`src/rtl/sevenseg_pkg.sv`:
```
// rtl/sevenseg_pkg.sv - shared seven-segment codes and decode helper
// Exports: SEG_0..SEG_9, SEG_BLANK (active-low {a,b,c,d,e,f,g}),
//          NIBBLE_BLANK, NIBBLE_ILLEGAL, seg_dec_t, seg_to_bcd().
package sevenseg_pkg;

  localparam logic [6:0] SEG_0     = 7'b0000001;
  localparam logic [6:0] SEG_1     = 7'b1001111;
  localparam logic [6:0] SEG_2     = 7'b0010010;
  localparam logic [6:0] SEG_3     = 7'b0000110;
  localparam logic [6:0] SEG_4     = 7'b1001100;
  localparam logic [6:0] SEG_5     = 7'b0100100;
  localparam logic [6:0] SEG_6     = 7'b0100000;
  localparam logic [6:0] SEG_7     = 7'b0001111;
  localparam logic [6:0] SEG_8     = 7'b0000000;
  localparam logic [6:0] SEG_9     = 7'b0000100;
  localparam logic [6:0] SEG_BLANK = 7'b1111111;

  localparam logic [3:0] NIBBLE_BLANK   = 4'hF;
  localparam logic [3:0] NIBBLE_ILLEGAL = 4'hE;

  typedef struct packed {
    logic       blank;
    logic       illegal;
    logic [3:0] nibble;
  } seg_dec_t;

  function automatic seg_dec_t seg_to_bcd(input logic [6:0] seg);
    seg_dec_t d;
    d.blank   = 1'b0;
    d.illegal = 1'b0;
    d.nibble  = NIBBLE_ILLEGAL;
    case (seg)
      SEG_0:     d.nibble = 4'd0;
      SEG_1:     d.nibble = 4'd1;
      SEG_2:     d.nibble = 4'd2;
      SEG_3:     d.nibble = 4'd3;
      SEG_4:     d.nibble = 4'd4;
      SEG_5:     d.nibble = 4'd5;
      SEG_6:     d.nibble = 4'd6;
      SEG_7:     d.nibble = 4'd7;
      SEG_8:     d.nibble = 4'd8;
      SEG_9:     d.nibble = 4'd9;
      SEG_BLANK: begin
        d.blank  = 1'b1;
        d.nibble = NIBBLE_BLANK;
      end
      default:   d.illegal = 1'b1;
    endcase
    return d;
  endfunction

endpackage

```
`src/rtl/sevenseg_stable_filter.sv`:
```
// rtl/sevenseg_stable_filter.sv - synchronizer, run-length counter and accept strobe
// Ports: clk, rst_n (async active-low), din (asynchronous bus),
//        sample (synchronized bus), accept (one strobe per stable period).
module sevenseg_stable_filter #(
  parameter int W             = 11,
  parameter int STABLE_CYCLES = 8
) (
  input  logic         clk,
  input  logic         rst_n,
  input  logic [W-1:0] din,
  output logic [W-1:0] sample,
  output logic         accept
);

  localparam int CNT_W = $clog2(STABLE_CYCLES + 1);
  localparam logic [CNT_W-1:0] CNT_MAX = CNT_W'(STABLE_CYCLES);
  localparam logic [CNT_W-1:0] CNT_PRE = CNT_W'(STABLE_CYCLES - 1);

  logic [W-1:0]     sync1;
  logic [W-1:0]     sync2;
  logic [W-1:0]     prev;
  logic [CNT_W-1:0] cnt;

  always_ff @(posedge clk or negedge rst_n) begin
    if (!rst_n) begin
      sync1 <= '1;
      sync2 <= '1;
      prev  <= '1;
      cnt   <= '0;
    end else begin
      sync1 <= din;
      sync2 <= sync1;
      prev  <= sync2;
      if (sync2 != prev)
        cnt <= CNT_W'(1);
      else if (cnt != CNT_MAX)
        cnt <= cnt + CNT_W'(1);
    end
  end

  // Fires on the single edge where the counter steps into saturation, so a
  // long-held pattern is accepted exactly once until the bus changes again.
  assign accept = (sync2 == prev) && (cnt == CNT_PRE);
  assign sample = sync2;

endmodule

```
`src/rtl/sevenseg_scan_decoder.sv`:
```
// rtl/sevenseg_scan_decoder.sv - multiplexed seven-segment bus to BCD frame monitor
// Ports: clk, rst_n (async active-low), seg_n[6:0], an_n[NUM_DIGITS-1:0], clr,
//        bcd_out, digit_blank, frame_valid (pulse), seg_err, an_err (sticky).
module sevenseg_scan_decoder
  import sevenseg_pkg::*;
#(
  parameter int NUM_DIGITS    = 4,
  parameter int STABLE_CYCLES = 8
) (
  input  logic                    clk,
  input  logic                    rst_n,
  input  logic [6:0]              seg_n,
  input  logic [NUM_DIGITS-1:0]   an_n,
  input  logic                    clr,
  output logic [4*NUM_DIGITS-1:0] bcd_out,
  output logic [NUM_DIGITS-1:0]   digit_blank,
  output logic                    frame_valid,
  output logic                    seg_err,
  output logic                    an_err
);

  logic [NUM_DIGITS+6:0]   sample;
  logic                    accept;
  logic [NUM_DIGITS-1:0]   an_act;
  logic [6:0]              seg_s;
  logic                    one_hot;
  logic                    multi;
  seg_dec_t                dec;
  logic [NUM_DIGITS-1:0]   mask;
  logic [NUM_DIGITS-1:0]   next_mask;
  logic                    complete;
  logic [4*NUM_DIGITS-1:0] shadow_bcd;
  logic [NUM_DIGITS-1:0]   shadow_blank;
  logic [4*NUM_DIGITS-1:0] merged_bcd;
  logic [NUM_DIGITS-1:0]   merged_blank;

  sevenseg_stable_filter #(
    .W             (NUM_DIGITS + 7),
    .STABLE_CYCLES (STABLE_CYCLES)
  ) u_filter (
    .clk    (clk),
    .rst_n  (rst_n),
    .din    ({an_n, seg_n}),
    .sample (sample),
    .accept (accept)
  );

  assign an_act = ~sample[NUM_DIGITS+6:7];
  assign seg_s  = sample[6:0];
  assign dec    = seg_to_bcd(seg_s);

  // x & (x-1) clears the lowest set bit; zero afterwards means one bit was set.
  assign one_hot   = (an_act != '0) && ((an_act & (an_act - NUM_DIGITS'(1))) == '0);
  assign multi     = (an_act != '0) && !one_hot;
  assign next_mask = mask | an_act;
  assign complete  = (next_mask == '1);

  // Shadow contents with the digit being accepted spliced in, so a completing
  // accept publishes its own digit on the same edge.
  always_comb begin
    merged_bcd   = shadow_bcd;
    merged_blank = shadow_blank;
    for (int k = 0; k < NUM_DIGITS; k++) begin
      if (an_act[k]) begin
        merged_bcd[4*k +: 4] = dec.nibble;
        merged_blank[k]      = dec.blank;
      end
    end
  end

  always_ff @(posedge clk or negedge rst_n) begin
    if (!rst_n) begin
      mask         <= '0;
      shadow_bcd   <= '0;
      shadow_blank <= '0;
      bcd_out      <= '0;
      digit_blank  <= '0;
      frame_valid  <= 1'b0;
      seg_err      <= 1'b0;
      an_err       <= 1'b0;
    end else begin
      frame_valid <= 1'b0;
      if (clr) begin
        // A coincident accept is intentionally dropped.
        mask    <= '0;
        seg_err <= 1'b0;
        an_err  <= 1'b0;
      end else if (accept) begin
        if (multi) begin
          an_err <= 1'b1;
        end else if (one_hot) begin
          shadow_bcd   <= merged_bcd;
          shadow_blank <= merged_blank;
          if (dec.illegal)
            seg_err <= 1'b1;
          if (complete) begin
            bcd_out     <= merged_bcd;
            digit_blank <= merged_blank;
            mask        <= '0;
            frame_valid <= 1'b1;
          end else begin
            mask <= next_mask;
          end
        end
      end
    end
  end

endmodule

```
`config.mk`:
```
export PLATFORM = sky130hd
export DESIGN_NAME = sevenseg_scan_decoder
export DESIGN_NICKNAME = d
export VERILOG_FILES = /design/src/rtl/sevenseg_pkg.sv /design/src/rtl/sevenseg_stable_filter.sv /design/src/rtl/sevenseg_scan_decoder.sv
export SDC_FILE = /design/constraint.sdc
export NUM_CORES = 1
export LEC_CHECK = 0
export ABC_AREA = 1
export CORE_MARGIN = 2
export CORE_UTILIZATION = 59
export CTS_BUF_LIST = sky130_fd_sc_hd__clkbuf_8
export DETAILED_ROUTE_END_ITERATION = 10
export GPL_ROUTABILITY_DRIVEN = 0
export PLACE_DENSITY = 0.82
export SLEW_MARGIN = 15
export SYNTH_ARGS = -nofsm -noshare
export SYNTH_HDL_FRONTEND = slang
export SYNTH_SLANG_ARGS = --single-unit
```
`constraint.sdc`:
```
create_clock -name clk -period 2.6 [get_ports clk]
set_clock_uncertainty 0.15 [all_clocks]
set_input_delay 0.52 -clock clk [delete_from_list [all_inputs] [get_ports clk]]
set_output_delay 0.52 -clock clk [all_outputs]
set_load 0.005 [all_outputs]
```
==> metrics, run 1 <==
Pwr Total between 0.002 and 0.0025 W; slowest CP cell dfstp_2; most repeated library cell on the critical path nand2_1; First-pass DRT Iterations 4; IO Port Bufs 36; Initial Utilization between 60 and 70%; vias per cell approximately 5.1; RR Endpoint shadow_bcd[1]$_DFFE_PN0P_; Warnings, synthesis 0; initial antenna violation count 0; # setup viols final 0; fmax 450 MHz; measured slew at the worst slew-check pin approximately 500 ps; fin crit period about 2200 ps; clk slew on worst S/H paths 90 ps; Main synth FF type dfrtp_1; largest net degree at the start of global routing 48; die width between 80 and 90 um; hold-critical path depth 0; ys async rst share 100%; htree depth 3; largest cells by area after synthesis dfrtp_1 (34%), dfstp_2 (23%), nand2_1 (21%); wire per inst about 12 um; syn nets approximately 460; most frequent cell after synthesis nand2_1; CP max stage delay approximately 600 ps; Die ar. ~7000 um2; clock root buffer clkbuf_8; HPWL after DPL 4910 um; pins over their slew limit 0; PwrDens ~570 nW/um2; share of post-route cells with drive strength above 1 15.8%; Mapped Cells 440; leak pwr about 2.2 nW; cell chain of the critical path nand2_1 -> nand2_1 -> nand2_1 -> nor2_1 -> nand2_1 -> nor2_4 -> nand4_4 -> buf_4 -> inv_2 -> nand2_1 -> nand2_1; Synth top cells by count nand2_1 (205), dfrtp_1 (51), nor2_1 (36), dfstp_2 (33), inv_1 (33); global-route wire length before repair about 12,000 um; Residual DRC 0; vias in the first global route 2,802; CP Data Arrival Time around 2400 ps; kind of critical path reg2reg; Fin. Hold Viols 0; hold path startpoint u_filter.sync1[6]$_DFF_PN1_; TNS Setup 0 ps; routed vias 2,845; nets@finish roughly 500; Mean Syn Cell Area between 8 and 9 um2; Crit Path Max Fanout 21; post-synth cell types 29; Worst R2R Start u_filter.sample[5]$_DFF_PN1_; Starting DRT DRC Count between 150 and 200; Antenna Nets Post-Route 0; Worst Hold Path EP u_filter.sample[6]$_DFF_PN1_; number of max-cap violations 0; Slew HR 66.8%; VDD IR max approximately 0.44 mV; share of the synthesized area in the top cell type 34.3%; final WL 6930 um; Row Count 28; Num CTS Buffers 9; EDFF count, synth 0; post-synthesis sequential area ratio a little under 60%; Mapped Area about 3700 um2; synthesis-stage register bit count 84; area leader, netlist dfrtp_1; clk_lat worst skew ~360 ps; crit end category flip-flop; RSZ-0062 raised after global routing false; antenna cells 0; CTS sink count 84; critical path launch point type flip-flop; area grow syn2layout 17.3%; Die Y between 80 and 90 um; io pins 37; clk buf depth 2; Worst Path Required around 2800 ps; R2R setup slack between 300 and 400 ps; FF-to-FF path depth 11; GRT Overall Usage 21.8%; setup repair bufs after CTS 0; Hold Path Class reg2reg; Final Cycle Share between 80% and 90%; core area about 6000 um2; CTS tree yes; total grt overflow 0; outcome completed
cell type report:
cell class / count / area, um2
Sequential cell: 84 / 2140
Fill cell: 420 / 1630
Multi-Input combinational cell: 305 / 1350
Clock buffer: 9 / 124
Tap cell: 75 / 93.8
Clock inverter: 7 / 80.1
Inverter: 43 / 166
Timing Repair Buffer: 40 / 403
per-stage QoR:
step | setup WS, ps | instances | hold slack, ps | area, um2 | utilization [%]
floorplan | 673 | 440 | 74.4 | 3720 | -
finish | 379 | 563 | 203 | 4360 | 72.8
global placement | 456 | 546 | 195 | 4150 | 69.3
CTS | 356 | 563 | 202 | 4360 | 72.8
detailed placement | 387 | 546 | 197 | 4150 | 69.3
global route | 192 | 563 | 199 | 4360 | 72.8
worst max-delay path, delay by kind of cell, from the launching register on:
family / cells / cell delay, ps
AND/OR/NAND/NOR: 9 / 980
flip-flops: 1 / 600
buffers and inverters: 2 / 430
report_power, final:
part           total, W  internal, W  switching [W]
Clock          0.000961     0.000458       0.000503
Sequential      0.00138      0.00136      0.0000263
Combinational  0.000156    0.0000554       0.000101
registers in the layout, summed over array words and instances (netlist names):
register / count
digit_blank: 4
shadow_bcd: 16
frame_valid: 1
bcd_out: 16
seg_err: 1
u_filter.prev: 11
mask: 4
u_filter.sync1: 11
u_filter.cnt: 4
shadow_blank: 4
u_filter.sample: 11
an_err: 1
how the worst max path moves through the flow:
stage / from / to / slack [ps] / cells after the start
finish: u_filter.sample[5]$_DFF_PN1_ / shadow_bcd[1]$_DFFE_PN0P_ / 380 / 11
floorplan: u_filter.sample[7]$_DFF_PN1_ / bcd_out[10]$_DFFE_PN0P_ / 670 / 10
global placement: clr / shadow_bcd[10]$_DFFE_PN0P_ / 460 / 7
CTS: u_filter.sample[5]$_DFF_PN1_ / shadow_bcd[1]$_DFFE_PN0P_ / 360 / 11
global route: u_filter.sample[5]$_DFF_PN1_ / shadow_bcd[15]$_DFFE_PN0P_ / 190 / 11
detailed placement: clr / shadow_bcd[1]$_DFFE_PN0P_ / 390 / 7
layout by cell type (no fill, tap or decap), types with 2 or more instances in the layout:
master,n
o21ai_0,12
ha_1,2
o21ai_1,8
inv_2,9
nand3_1,13
nor2_2,4
clkinv_4,3
nand2_1,205
clkbuf_8,9
xnor2_1,4
buf_4,3
nor2_1,36
inv_1,33
nor2_4,3
dfrtp_1,51
xor2_1,4
nand2_2,2
clkdlybuf4s50_1,35
inv_6,3
a21oi_1,3
dfstp_2,33
metal layers:
metal | track usage, % | wire (um) | up-vias
met5 | 0 | 0 | -
met4 | 9.09 | 135 | 0
met3 | 4.67 | 298 | 14
met2 | 37.1 | 3360 | 61
met1 | 27.1 | 3130 | 1350
li1 | - | - | 1420
cell families after synthesis:
group	synth area share, %
AOI/OAI and AO/OA	3.53
xor gates and xnor gates	1.88
adders and majority gates	0.673
buffers and inverters	6.02
DFF	57.6
and+or+nand+nor	30.3
timing repair:
| item | in CTS | in global routing |
|---|---|---|
| endpoints found under the hold margin | 4 | 0 |
| resized for setup | 0 | 0 |
| hold buffers | 1 | 0 |
Note: power is estimated with default switching activity, not from simulation.
==> run 2, diff against run 1 <==
Settings changed: CAP_MARGIN set to 20, REMOVE_ABC_BUFFERS set to 1.
==> metrics, run 2 (synthesis gave the netlist of run 1 again) <==
# setup viols final 0 (unchanged); hold_buf cts 1 (unchanged); Die Y 83.4 um (unchanged); area grow syn2layout 16.3% (was 17.3%); HPWL after DPL 4860 um (was 4910 um); VDD IR max 0.399 mV (was 0.438 mV); most frequent cells in the layout nand2_1 (205), dfrtp_1 (51), inv_1 (36), nor2_1 (36), clkdlybuf4s50_1 (35) (was nand2_1 (205), dfrtp_1 (51), nor2_1 (36)); initial antenna violation count 0 (unchanged); pins over their slew limit 0 (unchanged); Final Cycle Share 82.1% (was 85.4%); Die ar. 6960 um2 (unchanged); met3 wire len 317 um (was 298 um); Pwr Total 0.00235 W (was 0.00250 W); Initial Utilization 62.1% (unchanged); Fin. Hold Viols 0 (unchanged); outcome completed (unchanged); TNS Setup 0 ps (unchanged); Starting DRT DRC Count 218 (was 173); commonest non-fill, non-tap cell in the layout nand2_1 (unchanged); met2 wire len 3350 um (was 3360 um); nets@finish 499 (unchanged); hold_ws 207 ps (was 203 ps); antenna cells 0 (unchanged); final WL 6990 um (was 6930 um); clk slew on worst S/H paths 80 ps (was 90 ps); RSZ-0062 raised after global routing false (unchanged); leak pwr 2.22 nW (about the same); htree depth 3 (unchanged); vias in the first global route 2,778 (was 2,802); Slew HR 68.4% (was 66.8%); met1 WL 3230 um (was 3130 um); Hold Path Class reg2reg (unchanged); Worst Path Required 2700 ps (was 2760 ps); post-cts resize count 0 (unchanged); CTS tree yes (unchanged); kind of critical path reg2reg (unchanged); Row Count 28 (unchanged); Antenna Nets Post-Route 0 (unchanged); PwrDens 543 nW/um2 (was 573 nW/um2); global-route wire length before repair 12,300 um (was 12,200 um); Residual DRC 0 (unchanged); First-pass DRT Iterations 6 (was 4); routed vias 2,876 (was 2,845); core area 5990 um2 (unchanged); die width 83.4 um (unchanged); GRT Overall Usage 21.9% (was 21.8%); Crit Path Max Fanout 6 (was 21); io pins 37 (unchanged); CP Data Arrival Time 2230 ps (was 2380 ps); IO Port Bufs 36 (unchanged); largest registers bcd_out x16, shadow_bcd x16 (unchanged); Num CTS Buffers 9 (unchanged); highest routed metal layer met4 (unchanged); setup repair bufs after CTS 0 (unchanged); crit end category flip-flop (unchanged); number of max-cap violations 0 (unchanged); share of post-route cells with drive strength above 1 15.2% (was 15.8%); fmax 469 MHz (was 450 MHz); critical path launch point type flip-flop (unchanged); clock root buffer clkbuf_8 (unchanged); fin crit period 2130 ps (was 2220 ps); vias per cell 5.11 (was 5.05); largest net degree at the start of global routing 54 (was 48); total grt overflow 0 (unchanged); measured slew at the worst slew-check pin 470 ps (was 495 ps); clk_lat worst skew 350 ps (was 360 ps); clk buf depth 2 (unchanged); wire per inst 12.4 um (was 12.3 um); CTS sink count 84 (unchanged)
-- run 2: power breakdown --
| group | total, W | switching (W) | internal (W) |
|---|---|---|---|
| clock network | 0.000814 | 0.000449 | 0.000364 |
| registers | 0.00138 | 0.0000262 | 0.00136 |
| logic | 0.000156 | 0.000100 | 0.0000554 |
-- run 2: per-stage QoR --
stage               instances  util, %  setup WS (ps)  instance area (um2)
floorplan                 432        -            652                 3660
global placement          546     69.3            497                 4150
detailed placement        546     69.3            493                 4150
CTS                       563     72.2            455                 4330
global route              563     72.2            194                 4330
finish                    563     72.2            466                 4330
-- run 2: per-layer routing --
metal  global-route usage [%]  vias to the layer above
li1                         -                     1429
met1                     29.8                     1352
met2                     35.4                       82
met3                     3.48                       13
met4                     8.94                        0
met5                        0                        -
-- run 2: final cells by class --
class	count	area [um2]
sequential	84	2140
fill	443	1660
multi-input combinational	305	1350
timing repair buffer	40	403
inverter	43	166
clock buffer	10	138
tap	75	93.8
clock inverter	6	31.3
-- run 2: critical path, stage by stage (launching register included) --
cell     delay (ps)
dfstp_2         600
nand2_1          90
nor2_1          170
nand2_1         200
nand2_1         180
nor2_1           60
nand2_1         110
nand2_1         180
nand2_1         110
nand2_1          70
nand2_1          60
nand2_1          50
-- run 2: worst paths after layout --
| path | start | end | slack (ps) | cells past startpoint |
|---|---|---|---|---|
| max | u_filter.sample[3]$_DFF_PN1_ | bcd_out[11]$_DFFE_PN0P_ | 470 | 11 |
| min | u_filter.sync1[8]$_DFF_PN1_ | u_filter.sample[8]$_DFF_PN1_ | 210 | 0 |
| max reg2reg | u_filter.sample[3]$_DFF_PN1_ | bcd_out[11]$_DFFE_PN0P_ | 470 | 11 |
| min reg2reg | u_filter.sync1[8]$_DFF_PN1_ | u_filter.sample[8]$_DFF_PN1_ | 210 | 0 |
| max in group asynchronous | rst_n | u_filter.prev[8]$_DFF_PN1_ | 1160 | 3 |
| min in group asynchronous | rst_n | u_filter.cnt[1]$_DFFE_PN0P_ | 500 | 2 |
==> run 3, diff against run 2 <==
Clock period 2.6 ns to 2.1 ns, I/O delays scaled along.
==> metrics, run 3 (synthesis gave the netlist of run 1 again) <==
outcome completed (unchanged); placed insts 554 (was 546); die width 83.4 um (unchanged); number of max-cap violations 0 (unchanged); largest net degree at the start of global routing 63 (was 54); clk slew on worst S/H paths 90 ps (was 80 ps); HPWL after DPL 5070 um (was 4860 um); core area 5990 um2 (unchanged); VDD IR max 0.525 mV (was 0.399 mV); fin crit period 2030 ps (was 2130 ps); fmax 492 MHz (was 469 MHz); RSZ-0062 raised after global routing true (was false); setup ws final 67.5 ps (was 466 ps); commonest non-fill, non-tap cell in the layout nand2_1 (unchanged); hold_ws 201 ps (was 207 ps); routed vias 3,065 (was 2,876); Die Y 83.4 um (unchanged); Worst Path Required 2200 ps (was 2700 ps); Cell Count, Final, Fillers Out 589 (was 563); pins over their slew limit 0 (unchanged); IO Port Bufs 36 (unchanged); measured slew at the worst slew-check pin 392 ps (was 470 ps); Residual DRC 0 (unchanged); antenna cells 0 (unchanged); initial antenna violation count 0 (unchanged); Crit Path Max Fanout 6 (unchanged); total grt overflow 0 (unchanged); clk_lat worst skew 350 ps (about the same); Die ar. 6960 um2 (unchanged); clock root buffer clkbuf_8 (unchanged); Initial Utilization 62.1% (unchanged); crit end category flip-flop (unchanged); Row Count 28 (unchanged); Final Instance Area 4670 um2 (was 4330 um2); most frequent cells in the layout nand2_1 (200), dfrtp_1 (51), inv_1 (35), clkdlybuf4s50_1 (35), dfstp_2 (33) (was nand2_1 (205), dfrtp_1 (51), inv_1 (36), nor2_1 (36), clkdlybuf4s50_1 (35)); wire per inst 13.5 um (was 12.4 um); share of post-route cells with drive strength above 1 22.2% (was 15.2%); htree depth 3 (unchanged); Slew HR 73.7% (was 68.4%); largest registers bcd_out x16, shadow_bcd x16 (unchanged); critical path launch point type flip-flop (unchanged); # setup viols final 0 (unchanged); CTS tree yes (unchanged); TNS Setup 0 ps (unchanged); clk buf depth 2 (unchanged); First-pass DRT Iterations 5 (was 6); Hold Path Class reg2reg (unchanged); leak pwr 2.39 nW (was 2.22 nW); CTS sink count 84 (unchanged); io pins 37 (unchanged); Antenna Nets Post-Route 0 (unchanged); placed cell area 4210 um2 (was 4150 um2); Final Cycle Share 96.8% (was 82.1%); Num CTS Buffers 9 (unchanged); kind of critical path reg2reg (unchanged); PwrDens 663 nW/um2 (was 543 nW/um2); Fin. Hold Viols 0 (unchanged); vias per cell 5.20 (was 5.11); CP Data Arrival Time 2130 ps (was 2230 ps); global-route wire length before repair 12,900 um (was 12,300 um); final WL 7950 um (was 6990 um); pre-CTS WS 20.5 ps (was 493 ps); GRT Overall Usage 23.2% (was 21.9%); nets@finish 525 (was 499); fill cell count 380 (was 443); vias in the first global route 2,812 (was 2,778); Starting DRT DRC Count 204 (was 218); area grow syn2layout 25.4% (was 16.3%)
run 3: changes by cell type in the layout (fill, tap and decap cells not counted), sizes merged:
cell    before  now
clkinv       1    2
bufinv       0    1
buf          4   30
inv         47   45
run 3: layout make-up:
type / instances / area (um2) / share of cell area [%]
tap: 75 / 93.8 / 2.01
inverter: 43 / 166 / 3.57
clock buffer: 10 / 138 / 2.95
clock inverter: 6 / 56.3 / 1.21
multi-input combinational: 305 / 1440 / 30.9
sequential: 84 / 2140 / 45.9
timing repair buffer: 66 / 627 / 13.4
run 3: worst paths after layout:
kind                                                   start                      endpoint  slack, ps  cells past startpoint
min in group asynchronous                              rst_n           seg_err$_DFFE_PN0P_        350                      2
worst min register to register   u_filter.sync1[7]$_DFF_PN1_  u_filter.sample[7]$_DFF_PN1_        200                      0
worst max-delay path            u_filter.sample[8]$_DFF_PN1_   shadow_blank[3]$_DFFE_PN0P_         70                     12
worst min-delay path             u_filter.sync1[7]$_DFF_PN1_  u_filter.sample[7]$_DFF_PN1_        200                      0
max in group asynchronous                              rst_n    u_filter.prev[8]$_DFF_PN1_        780                      3
worst max register to register  u_filter.sample[8]$_DFF_PN1_   shadow_blank[3]$_DFFE_PN0P_         70                     12
run 3: per-stage QoR:
stage	power (W)	utilization, %
finish	0.00309	77.9
global route	0.00323	77.9
CTS	0.00307	74.0
detailed placement	0.00194	70.3
global placement	0.00193	70.3
floorplan	0.00184	-
run 3: worst max-delay path: stages (launching register included):
cell and delay [ps]:
dfstp_2 580, nand2_1 90, inv_1 80, o21ai_1 80
o21ai_2 90, nand2_2 140, nor2_4 130, inv_2 60
nor2_4 190, buf_4 150, nand2_1 50, o21ai_0 80
inv_1 60
run 3: repair_timing:
action / CTS / global route
hold buffers: 1 / 0
pin swaps: 1 / 8
cloned: 0 / 0
endpoints found under the setup margin: 3 / 40
gates resized for setup: 0 / 23
buffers inserted: 1 / 17
endpoints found under the hold margin: 22 / 0
run 3: report_power, final:
| group | internal (W) | switching, W | total [W] |
|---|---|---|---|
| Clock | 0.000573 | 0.000570 | 0.00114 |
| Sequential | 0.00168 | 0.0000285 | 0.00171 |
| Combinational | 0.0000905 | 0.000153 | 0.000243 |
run 3: per-layer routing:
layer,wire length [um],up-vias,global-route usage (%)
li1,-,1473,-
met1,3530,1458,31.5
met2,3840,119,36.7
met3,429,15,5.96
met4,146,0,7.75
met5,0,-,0
